File: src/rtl/seg7_pkg.sv
// Shared definitions for the 7-segment display blocks.
//   seg_t       : logical segment pattern {a,b,c,d,e,f,g}, 1 = lit, bit 6 = a
//   SEG_0..F    : glyph constants, SEG_BLANK = all segments off
//   seg7_glyph  : nibble + hex/BCD mode -> logical pattern
package seg7_pkg;

    typedef logic [6:0] seg_t;

    localparam seg_t SEG_0     = 7'b1111110;
    localparam seg_t SEG_1     = 7'b0110000;
    localparam seg_t SEG_2     = 7'b1101101;
    localparam seg_t SEG_3     = 7'b1111001;
    localparam seg_t SEG_4     = 7'b0110011;
    localparam seg_t SEG_5     = 7'b1011011;
    localparam seg_t SEG_6     = 7'b1011111;
    localparam seg_t SEG_7     = 7'b1110000;
    localparam seg_t SEG_8     = 7'b1111111;
    localparam seg_t SEG_9     = 7'b1111011;
    localparam seg_t SEG_A     = 7'b1110111;
    localparam seg_t SEG_B     = 7'b0011111;
    localparam seg_t SEG_C     = 7'b1001110;
    localparam seg_t SEG_D     = 7'b0111101;
    localparam seg_t SEG_E     = 7'b1001111;
    localparam seg_t SEG_F     = 7'b1000111;
    localparam seg_t SEG_BLANK = 7'b0000000;

    // Logical glyph; in BCD mode the non-decimal codes 10..15 show blank.
    function automatic seg_t seg7_glyph(input logic [3:0] nibble, input logic mode_hex);
        seg_t g;
        case (nibble)
            4'h0:    g = SEG_0;
            4'h1:    g = SEG_1;
            4'h2:    g = SEG_2;
            4'h3:    g = SEG_3;
            4'h4:    g = SEG_4;
            4'h5:    g = SEG_5;
            4'h6:    g = SEG_6;
            4'h7:    g = SEG_7;
            4'h8:    g = SEG_8;
            4'h9:    g = SEG_9;
            4'hA:    g = SEG_A;
            4'hB:    g = SEG_B;
            4'hC:    g = SEG_C;
            4'hD:    g = SEG_D;
            4'hE:    g = SEG_E;
            4'hF:    g = SEG_F;
            default: g = SEG_BLANK;
        endcase
        if (!mode_hex && (nibble > 4'd9)) begin
            g = SEG_BLANK;
        end
        return g;
    endfunction

endpackage

File: src/rtl/seg7_scan_driver_if.sv
// Bus between a datapath producer and the multiplexed display driver.
//   master : drives load/data_in/dp_in/mode_hex/blank_lz, observes pins
//   slave  : the driver; consumes the value bus, drives seg/dp/dig_en
interface seg7_scan_driver_if
    import seg7_pkg::*;
#(
    parameter int unsigned NUM_DIGITS = 4
) ();

    logic                      load;
    logic [4*NUM_DIGITS-1:0]   data_in;
    logic [NUM_DIGITS-1:0]     dp_in;
    logic                      mode_hex;
    logic                      blank_lz;
    seg_t                      seg;
    logic                      dp;
    logic [NUM_DIGITS-1:0]     dig_en;

    modport master (
        output load, data_in, dp_in, mode_hex, blank_lz,
        input  seg, dp, dig_en
    );

    modport slave (
        input  load, data_in, dp_in, mode_hex, blank_lz,
        output seg, dp, dig_en
    );

endinterface

File: src/rtl/seg7_glyph_decode.sv
// Combinational single-digit decoder: nibble + mode -> logical segments.
//   nibble   : 4-bit value to show
//   mode_hex : 1 = hex glyphs for 10..15, 0 = BCD (10..15 blank)
//   seg_c    : logical pattern {a..g}, 1 = lit
module seg7_glyph_decode
    import seg7_pkg::*;
(
    input  logic [3:0] nibble,
    input  logic       mode_hex,
    output seg_t       seg_c
);

    always_comb begin
        seg_c = seg7_glyph(nibble, mode_hex);
    end

endmodule

File: src/rtl/seg7_scan_driver.sv
// Multi-digit time-multiplexed 7-segment driver.
//   clk, rst : clock, synchronous active-high reset
//   bus      : slave side of seg7_scan_driver_if
//              load/data_in/dp_in  -> shadowed on load
//              mode_hex/blank_lz   -> sampled live every edge
//              seg/dp/dig_en       -> registered pins, polarity applied
module seg7_scan_driver
    import seg7_pkg::*;
#(
    parameter int unsigned NUM_DIGITS     = 4,
    parameter int unsigned DIV            = 50000,
    parameter bit          SEG_ACTIVE_LOW = 1'b1,
    parameter bit          DIG_ACTIVE_LOW = 1'b1
) (
    input  logic               clk,
    input  logic               rst,
    seg7_scan_driver_if.slave  bus
);

    localparam int unsigned IDX_W = (NUM_DIGITS > 1) ? $clog2(NUM_DIGITS) : 1;
    localparam int unsigned PRE_W = (DIV > 1) ? $clog2(DIV) : 1;

    localparam logic [PRE_W-1:0]      PRE_LAST = PRE_W'(DIV - 1);
    localparam logic [IDX_W-1:0]      IDX_LAST = IDX_W'(NUM_DIGITS - 1);
    localparam seg_t                  SEG_OFF  = {7{SEG_ACTIVE_LOW}};
    localparam logic [NUM_DIGITS-1:0] DIG_OFF  = {NUM_DIGITS{DIG_ACTIVE_LOW}};

    logic [NUM_DIGITS-1:0][3:0] shadow_q,    shadow_d;
    logic [NUM_DIGITS-1:0]      shadow_dp_q, shadow_dp_d;
    logic [PRE_W-1:0]           pre_q,       pre_d;
    logic [IDX_W-1:0]           idx_q,       idx_d;
    seg_t                       seg_q,       seg_d;
    logic                       dp_q,        dp_d;
    logic [NUM_DIGITS-1:0]      dig_en_q,    dig_en_d;

    logic [3:0]                 cur_nib_c;
    seg_t                       glyph_c;
    logic [NUM_DIGITS-1:0]      hi_zero_c;
    logic                       run_zero_c;
    logic                       blank_c;

    // Shadow capture, prescaler and digit index.
    always_comb begin
        shadow_d    = shadow_q;
        shadow_dp_d = shadow_dp_q;
        pre_d       = pre_q + PRE_W'(1);
        idx_d       = idx_q;
        if (bus.load) begin
            shadow_d    = bus.data_in;
            shadow_dp_d = bus.dp_in;
        end
        if (pre_q == PRE_LAST) begin
            pre_d = '0;
            idx_d = (idx_q == IDX_LAST) ? '0 : idx_q + IDX_W'(1);
        end
    end

    assign cur_nib_c = shadow_q[idx_q];

    seg7_glyph_decode u_glyph (
        .nibble   (cur_nib_c),
        .mode_hex (bus.mode_hex),
        .seg_c    (glyph_c)
    );

    // hi_zero_c[i] = nibbles i..NUM_DIGITS-1 are all zero.
    always_comb begin
        hi_zero_c  = '0;
        run_zero_c = 1'b1;
        for (int i = int'(NUM_DIGITS) - 1; i >= 0; i--) begin
            run_zero_c   = run_zero_c & (shadow_q[i] == 4'h0);
            hi_zero_c[i] = run_zero_c;
        end
    end

    // Digit 0 is exempt so an all-zero value still shows one "0".
    assign blank_c = bus.blank_lz && (idx_q != '0) && hi_zero_c[idx_q];

    // Next pin values from the index/shadow held before this edge.
    always_comb begin
        seg_d    = (blank_c ? SEG_BLANK : glyph_c) ^ SEG_OFF;
        dp_d     = shadow_dp_q[idx_q] ^ SEG_ACTIVE_LOW;
        dig_en_d = (NUM_DIGITS'(1) << idx_q) ^ DIG_OFF;
    end

    always_ff @(posedge clk) begin
        if (rst) begin
            shadow_q    <= '0;
            shadow_dp_q <= '0;
            pre_q       <= '0;
            idx_q       <= '0;
            seg_q       <= SEG_OFF;
            dp_q        <= SEG_ACTIVE_LOW;
            dig_en_q    <= DIG_OFF;
        end else begin
            shadow_q    <= shadow_d;
            shadow_dp_q <= shadow_dp_d;
            pre_q       <= pre_d;
            idx_q       <= idx_d;
            seg_q       <= seg_d;
            dp_q        <= dp_d;
            dig_en_q    <= dig_en_d;
        end
    end

    assign bus.seg    = seg_q;
    assign bus.dp     = dp_q;
    assign bus.dig_en = dig_en_q;

endmodule
File: src/flat_wrapper.sv
// flat-port wrapper written by rule: the top's interface ports become plain ports
module seg7_scan_driver_flat import seg7_pkg::*;
#(
    parameter int unsigned NUM_DIGITS     = 4,
    parameter int unsigned DIV            = 50000,
    parameter bit          SEG_ACTIVE_LOW = 1'b1,
    parameter bit          DIG_ACTIVE_LOW = 1'b1
)
  (clk, rst, bus_load, bus_data_in, bus_dp_in, bus_mode_hex, bus_blank_lz, bus_seg, bus_dp, bus_dig_en);
  seg7_scan_driver_if #(.NUM_DIGITS(NUM_DIGITS)) bus_i ();
  input  logic clk;
  input  logic rst;
  input wire logic [$bits(bus_i.load)-1:0] bus_load;
  input wire logic [$bits(bus_i.data_in)-1:0] bus_data_in;
  input wire logic [$bits(bus_i.dp_in)-1:0] bus_dp_in;
  input wire logic [$bits(bus_i.mode_hex)-1:0] bus_mode_hex;
  input wire logic [$bits(bus_i.blank_lz)-1:0] bus_blank_lz;
  output wire logic [$bits(bus_i.seg)-1:0] bus_seg;
  output wire logic [$bits(bus_i.dp)-1:0] bus_dp;
  output wire logic [$bits(bus_i.dig_en)-1:0] bus_dig_en;
  assign bus_i.load = bus_load;
  assign bus_i.data_in = bus_data_in;
  assign bus_i.dp_in = bus_dp_in;
  assign bus_i.mode_hex = bus_mode_hex;
  assign bus_i.blank_lz = bus_blank_lz;
  assign bus_seg = bus_i.seg;
  assign bus_dp = bus_i.dp;
  assign bus_dig_en = bus_i.dig_en;
  seg7_scan_driver #(.NUM_DIGITS(NUM_DIGITS), .DIV(DIV), .SEG_ACTIVE_LOW(SEG_ACTIVE_LOW), .DIG_ACTIVE_LOW(DIG_ACTIVE_LOW)) u_core (.clk(clk), .rst(rst), .bus(bus_i));
endmodule
File: config.mk
export PLATFORM = sky130hd
export DESIGN_NAME = seg7_scan_driver_flat
export DESIGN_NICKNAME = d
export VERILOG_FILES = /design/src/rtl/seg7_pkg.sv /design/src/rtl/seg7_scan_driver_if.sv /design/src/rtl/seg7_glyph_decode.sv /design/src/rtl/seg7_scan_driver.sv /design/src/flat_wrapper.sv
export SDC_FILE = /design/constraint.sdc
export NUM_CORES = 1
export LEC_CHECK = 0
export BUFFER_PORTS_ARGS = -buffer_cell sky130_fd_sc_hd__buf_2
export CAP_MARGIN = 5
export CORE_ASPECT_RATIO = 1.5
export CORE_MARGIN = 4
export CORE_UTILIZATION = 60
export CTS_CLUSTER_SIZE = 25
export DETAILED_ROUTE_END_ITERATION = 16
export PLACE_DENSITY = 0.88
export SLEW_MARGIN = 20
export SYNTH_ARGS = -nofsm -noshare
export SYNTH_HDL_FRONTEND = slang
export SYNTH_SLANG_ARGS = --single-unit
File: constraint.sdc
create_clock -name clk -period 4.16 [get_ports clk]
set_clock_uncertainty 0.15 [all_clocks]
set_input_delay 0.208 -clock clk [delete_from_list [all_inputs] [get_ports clk]]
set_output_delay 0.208 -clock clk [all_outputs]
set_load 0.01 [all_outputs]
Word level (Yosys, flattened, before mapping)
Memories as Yosys holds them, arrays and structs flattened.
Cells that the tools add are included.
{"block": "totals", "reg_bits": 50, "rom_bits": 112, "output_inout_bits": 12, "elab_cells": 43, "memories": 1}
{"name": "(name not given)", "depth": 16, "width": 7, "rd": 1, "rd_clocked_by_memory_dff": 0, "write_ports": 0, "line": "seg7_pkg.sv:30", "rtl": "case (nibble)"}
{"block": "op_classes", "n_addsub": 2, "magnitude_cmp": 2, "eq_ne": 2, "shifts": 1, "n_mux": 9, "bitwise": 6, "reduce_logical": 10}
{"operator": "adder 16 x 1 -> 16 bit (second input constant)", "n": 1}
{"operator": "equality test 16 bit (second input constant)", "n": 1}
{"operator": "zero test 4 bit", "n": 4}
{"operator": "two-way mux 7 bit", "n": 2}
{"operator": "binary-select mux 4 bit (select 2 bit)", "n": 1}
{"operator": "NOT 7 bit", "n": 1}
{"operator": "binary-select mux 1 bit (select 2 bit)", "n": 2}
{"operator": "greater-than comparator 4 bit (second input constant)", "n": 1}
{"operator": "two-way mux 4 bit", "n": 1}
{"operator": "NOT 4 bit", "n": 1}
{"operator": "left shift 1 x 2 -> 4 bit (first input constant)", "n": 1}
{"operator": "bitwise AND 1 bit", "n": 3}
{"operator": "logical AND 1 bit", "n": 3}
{"operator": "< comparator 2 x 3 -> 1 bit (second input constant)", "n": 1}
{"operator": "adder 2 x 1 -> 2 bit (second input constant)", "n": 1}
{"operator": "equality test 2 bit (second input constant)", "n": 1}
{"operator": "two-way mux 1 bit", "n": 2}
{"operator": "two-way mux 2 bit", "n": 1}
{"operator": "nonzero test 2 bit", "n": 1}
{"operator": "OR reduction 2 bit", "n": 1}
{"operator": "zero test 1 bit", "n": 1}
{"operator": "NOT 1 bit", "n": 1}

Logic depth before layout (Yosys ltp)
{"block": "logic_depth", "word_depth": 9, "depth_mapped": 8, "depth_no_buf": 7}

Modules after synthesis
From an unflattened synthesis, not the netlist that was laid out.
{"block": "unflattened", "cells_unflattened": 244, "area_unflattened_um2": 2363.5}
{"module": "seg7_scan_driver", "instances": 1, "cells_per_inst": 198, "area_per_inst_um2": 2043.2, "seq_area_each_um2": 1001.0}
{"module": "seg7_glyph_decode", "instances": 1, "cells_per_inst": 46, "area_per_inst_um2": 320.3, "seq_area_each_um2": 0.0}

Worst setup path before layout
OpenSTA, ideal clock, no wires.
{"block": "synth_timing", "path_kind": "reg2reg", "startpoint": "register u_core.idx_q[0]", "endpoint": "register u_core.seg_q[6], in the netlist u_core.bus.seg[6]", "t_arrival_ns": 2.089, "required_time_ns": 3.854, "setup_slack_ns": 1.764, "path_stages_with_launch": 8, "period_less_slack_ns": 2.396, "cell_sequence": "dfxtp_1 buf_2 mux4_2 inv_1 ha_1 nor2_1 o211ai_1 o311ai_0"}
{"block": "synth_via", "elab_chain_len": 7, "elab_cells_between_ends": 13, "classes_between": "order compare (1); mux (6); bitwise (1); reduce/logical (4); memory (1)"}
{"item": "start: declaration", "line": "seg7_scan_driver.sv:31", "rtl": "logic [IDX_W-1:0] idx_q, idx_d;"}
{"item": "start signal: assignment", "line": "seg7_scan_driver.sv:99", "rtl": "idx_q <= idx_d;"}
{"item": "binary-select mux 4 bit (select 2 bit)", "line": "seg7_scan_driver.sv:58", "rtl": "assign cur_nib_c = shadow_q[idx_q];"}
{"item": "two-way mux 4 bit (implied by the code)", "line": "seg7_scan_driver.sv:58"}
{"item": "greater-than comparator 4 bit", "line": "seg7_pkg.sv:49", "rtl": "if (!mode_hex && (nibble > 4'd9)) begin"}
{"item": "logical AND 1 bit", "line": "seg7_pkg.sv:49"}
{"item": "two-way mux 7 bit", "line": "seg7_pkg.sv:49"}
{"item": "two-way mux 7 bit (*)", "line": "seg7_scan_driver.sv:81", "rtl": "seg_d = (blank_c ? SEG_BLANK : glyph_c) ^ SEG_OFF;"}
{"item": "NOT 7 bit (no line) (*)"}
{"item": "end signal: assignment", "line": "seg7_scan_driver.sv:100", "rtl": "seg_q <= seg_d;"}
{"item": "end: declaration", "line": "seg7_scan_driver.sv:32", "rtl": "seg_t seg_q, seg_d;"}
Every way passes the cells marked *; elsewhere a longest branch is shown, timed or not. The select of a mux whose other input is x is not followed.
A chain may end at the register's enable or synchronous reset.

Worst setup path in the final report
Ends and elaborated chain as after synthesis.

==> insert_results.sql <==
INSERT INTO impl_metrics (metric_group, metric, value, unit) VALUES
('outcome', 'run_status', 'finished clean', ''),
('global_routing', 'global_route.usage.met2', '39.3', '%'),
('floorplan', 'die_width', '59.6', 'um'),
('route', 'dr.pass1.iters', '4', ''),
('synthesis', 'syn_inst', '250', ''),
('setup_path', 'worst-path-max-fanout', '14', ''),
('synthesis', 'synth_cell_types', '44', ''),
('clock_tree', 'clkLatencyLatePin', '0.29', 'ns'),
('layout', 'utilization', '73.8', '%'),
('route', 'postRouteWirelength', '5140', 'um'),
('timing', 'finalHoldViolCount', '0', ''),
('layout', 'n_fill_cell', '264', ''),
('placement', 'dpl-instance-area', '0.00257', 'mm^2'),
('placement', 'routabilityCongestion', '0.898', ''),
('clock_tree', 'cts.sinks', '50', ''),
('timing', 'fin_hold_ws', '0.00833', 'ns'),
('power', 'p_switching', '0.222', 'mW'),
('route', 'post_drt_via_cell_ratio', '5.87', ''),
('power', 'combinational_power_share', '11.6', '%'),
('global_routing', 'grt_usage', '21.9', '%'),
('floorplan', 'coreArea', '0.00375', 'mm^2'),
('setup_path', 'cp-start-kind', 'flop', ''),
('power', 'final_total_pwr', '0.958', 'mW'),
('job', 'cap_viol_max_count', '0', ''),
('setup_path', 'crit_type', 'flop to flop', ''),
('global_routing', 'wire_length_of_the_first_global_routing_pass', '8620', 'um'),
('floorplan', 'total_die_area', '0.00509', 'mm^2'),
('timing', 'rsz0062_at_grt', 'no', ''),
('synthesis', 'ys_top_cells_by_area', 'sky130_fd_sc_hd__dfxtp_1 42%, sky130_fd_sc_hd__mux2i_1 9.2%, sky130_fd_sc_hd__nor2_1 5.9%', ''),
('timing', 'post-route-min-period', '2.73', 'ns'),
('global_routing', 'initial_antenna_violation_count', '0', ''),
('clock_tree', 'cts-resized-gates', '0', ''),
('timing', 'summed_negative_setup_slack_over_all_endpoints', '0', 'ns'),
('global_routing', 'grt_overflow_total', '0', ''),
('synthesis', 'async_sr_flop_fraction', '0', '%'),
('placement', 'portBuffers', '36', ''),
('synthesis', 'synth.ff_latch_count', '50', ''),
('timing', 'max_transition_viols_final', '0', ''),
('timing', 'worstMarginPinSlew', '0.630', 'ns'),
('clock_tree', 'cts-buffers-inserted', '5', ''),
('synthesis', 'synth_fp_nets', '286', ''),
('timing', 'worst_setup_margin', '1.43', 'ns'),
('layout', 'number_of_nets_in_the_layout', '325', ''),
('layout', 'final_area', '0.00277', 'mm^2'),
('synthesis', 'edff_count_synth', '0', ''),
('setup_path', 'crit_chain', 'mux4_2 > inv_1 > ha_1 > nor2_1 > o211ai_1 > o311ai_0', ''),
('power', 'cell_internal_pwr', '0.735', 'mW'),
('setup_path', 'cp_slowest_stage_delay', '0.71', 'ns'),
('layout', 'drive_gt1_share', '18.3', '%'),
('power', 'power.static_leakage', '1.16', 'nW'),
('route', 'drc_errors', '0', ''),
('timing', 'layout_worst_path_cycle_share', '65.7', '%'),
('setup_path', 'slowest_stage', 'sky130_fd_sc_hd__dfxtp_1', ''),
('route', 'route.antenna.remaining_nets', '0', ''),
('global_routing', 'gr-usage-met3', '4.26', '%'),
('synthesis', 'yosysWarnings', '0', ''),
('layout', 'antennaDiodeCount', '0', ''),
('min_path', 'worstHoldPathType', 'input port to flop', ''),
('floorplan', 'top_level_ports', '37', ''),
('floorplan', 'initial_utilization', '64.0', '%'),
('timing', 'clock.fmax', '0.366', 'GHz'),
('synthesis', 'synth_area_per_cell', '9.59', 'um^2'),
('placement', 'placed_wire_length_estimate_after_detailed_placement', '3820', 'um'),
('placement', 'place_worst_setup_slack', '1.47', 'ns'),
('synthesis', 'synth-seq-area-share', '41.7', '%'),
('setup_path', 'critPathCaptureType', 'flop', ''),
('synthesis', 'synthDominantCellAreaShare', '41.7', '%'),
('setup_path', 'critical_path_required', '4.15', 'ns'),
('global_routing', 'grt.met1_usage', '23.6', '%'),
('synthesis', 'post-synth-top-area-cell', 'sky130_fd_sc_hd__dfxtp_1', ''),
('global_routing', 'grt_max_degree', '31', '');
[layout make-up]
class	count	share of cell area, %
Clock buffer	7	2.76
Clock inverter	1	1.09
Inverter	12	1.63
Multi-Input combinational cell	175	46.6
Sequential cell	50	36.2
Tap cell	43	1.94
Timing Repair Buffer	45	9.77
[worst max-delay path, delay by kind of cell, from the launching register on]
| kind | cells | cell delay [ns] |
|---|---|---|
| flops | 1 | 0.71 |
| mux | 1 | 0.64 |
| compound gates | 2 | 0.60 |
| fa+ha+maj | 1 | 0.25 |
| buf+inv | 1 | 0.15 |
| simple gates | 1 | 0.07 |
[power groups by stage]
stage | Sequential, mW | Combinational, mW | Clock [mW]
after floorplan | 0.526 | 0.0694 | 0
after global placement | 0.526 | 0.101 | 0
after detailed placement | 0.527 | 0.104 | 0
after CTS | 0.516 | 0.111 | 0.338
after global routing | 0.519 | 0.125 | 0.358
final | 0.517 | 0.111 | 0.330
[kinds of logic (layout without fill, tap and decap cells)]
group	after synthesis	count (layout)	share of synthesized area, %
simple gates	90	90	19.2
xor+xnor	13	13	4.75
fa+ha+maj	11	11	5.74
compound gates	31	31	8.35
flops	50	50	41.7
mux	30	30	15.8
buf+inv	25	65	4.49
[registers in the layout, indices dropped and copies added, names as in the netlist]
register	count
u_core.pre_q	16
u_core.shadow_dp_q	4
u_core.bus.dig_en	4
u_core.idx_q	2
u_core.bus.dp	1
u_core.shadow_q	16
u_core.bus.seg	7
[layout by cell type (no fill, tap or decap), types with 9 or more instances in the layout]
cell type / instances
sky130_fd_sc_hd__nand2_1: 9
sky130_fd_sc_hd__dfxtp_1: 50
sky130_fd_sc_hd__xor2_1: 11
sky130_fd_sc_hd__nor2_1: 38
sky130_fd_sc_hd__buf_2: 36
sky130_fd_sc_hd__inv_1: 12
sky130_fd_sc_hd__ha_1: 11
sky130_fd_sc_hd__mux2i_1: 22
sky130_fd_sc_hd__dlygate4sd3_1: 9
sky130_fd_sc_hd__a21oi_1: 10
[Yosys cell counts, drive strengths merged (7+ instances only)]
| master | number |
|---|---|
| nand3 | 7 |
| nand2b | 7 |
| clkbuf | 9 |
| mux2i | 22 |
| a21oi | 11 |
| ha | 11 |
| dfxtp | 50 |
| xor2 | 11 |
| inv | 12 |
| nor2 | 38 |
| nand2 | 9 |
[per-layer routing]
metal / vias up / share of wire (%)
li1: 956 / -
met1: 933 / 39
met2: 52 / 54
met3: 15 / 3.7
met4: 0 / 3.2
met5: - / 0
[repair_timing]
item | CTS | global route
setup buffers | 0 | 0
hold endpoints to repair | 8 | 1
hold buffers | 8 | 1
[path summary, 6_finish.rpt]
path                   startpoint  depth (start not counted)  slack (ns)                    end
setup / recovery  u_core.idx_q[0]                          6        1.43      u_core.bus.seg[6]
hold / removal       bus_dp_in[0]                          3       0.008  u_core.shadow_dp_q[0]
setup reg to reg  u_core.idx_q[0]                          6        1.43      u_core.bus.seg[6]
hold reg to reg   u_core.pre_q[0]                          1        0.31        u_core.pre_q[0]
Note: power is estimated with default switching activity, not from simulation.
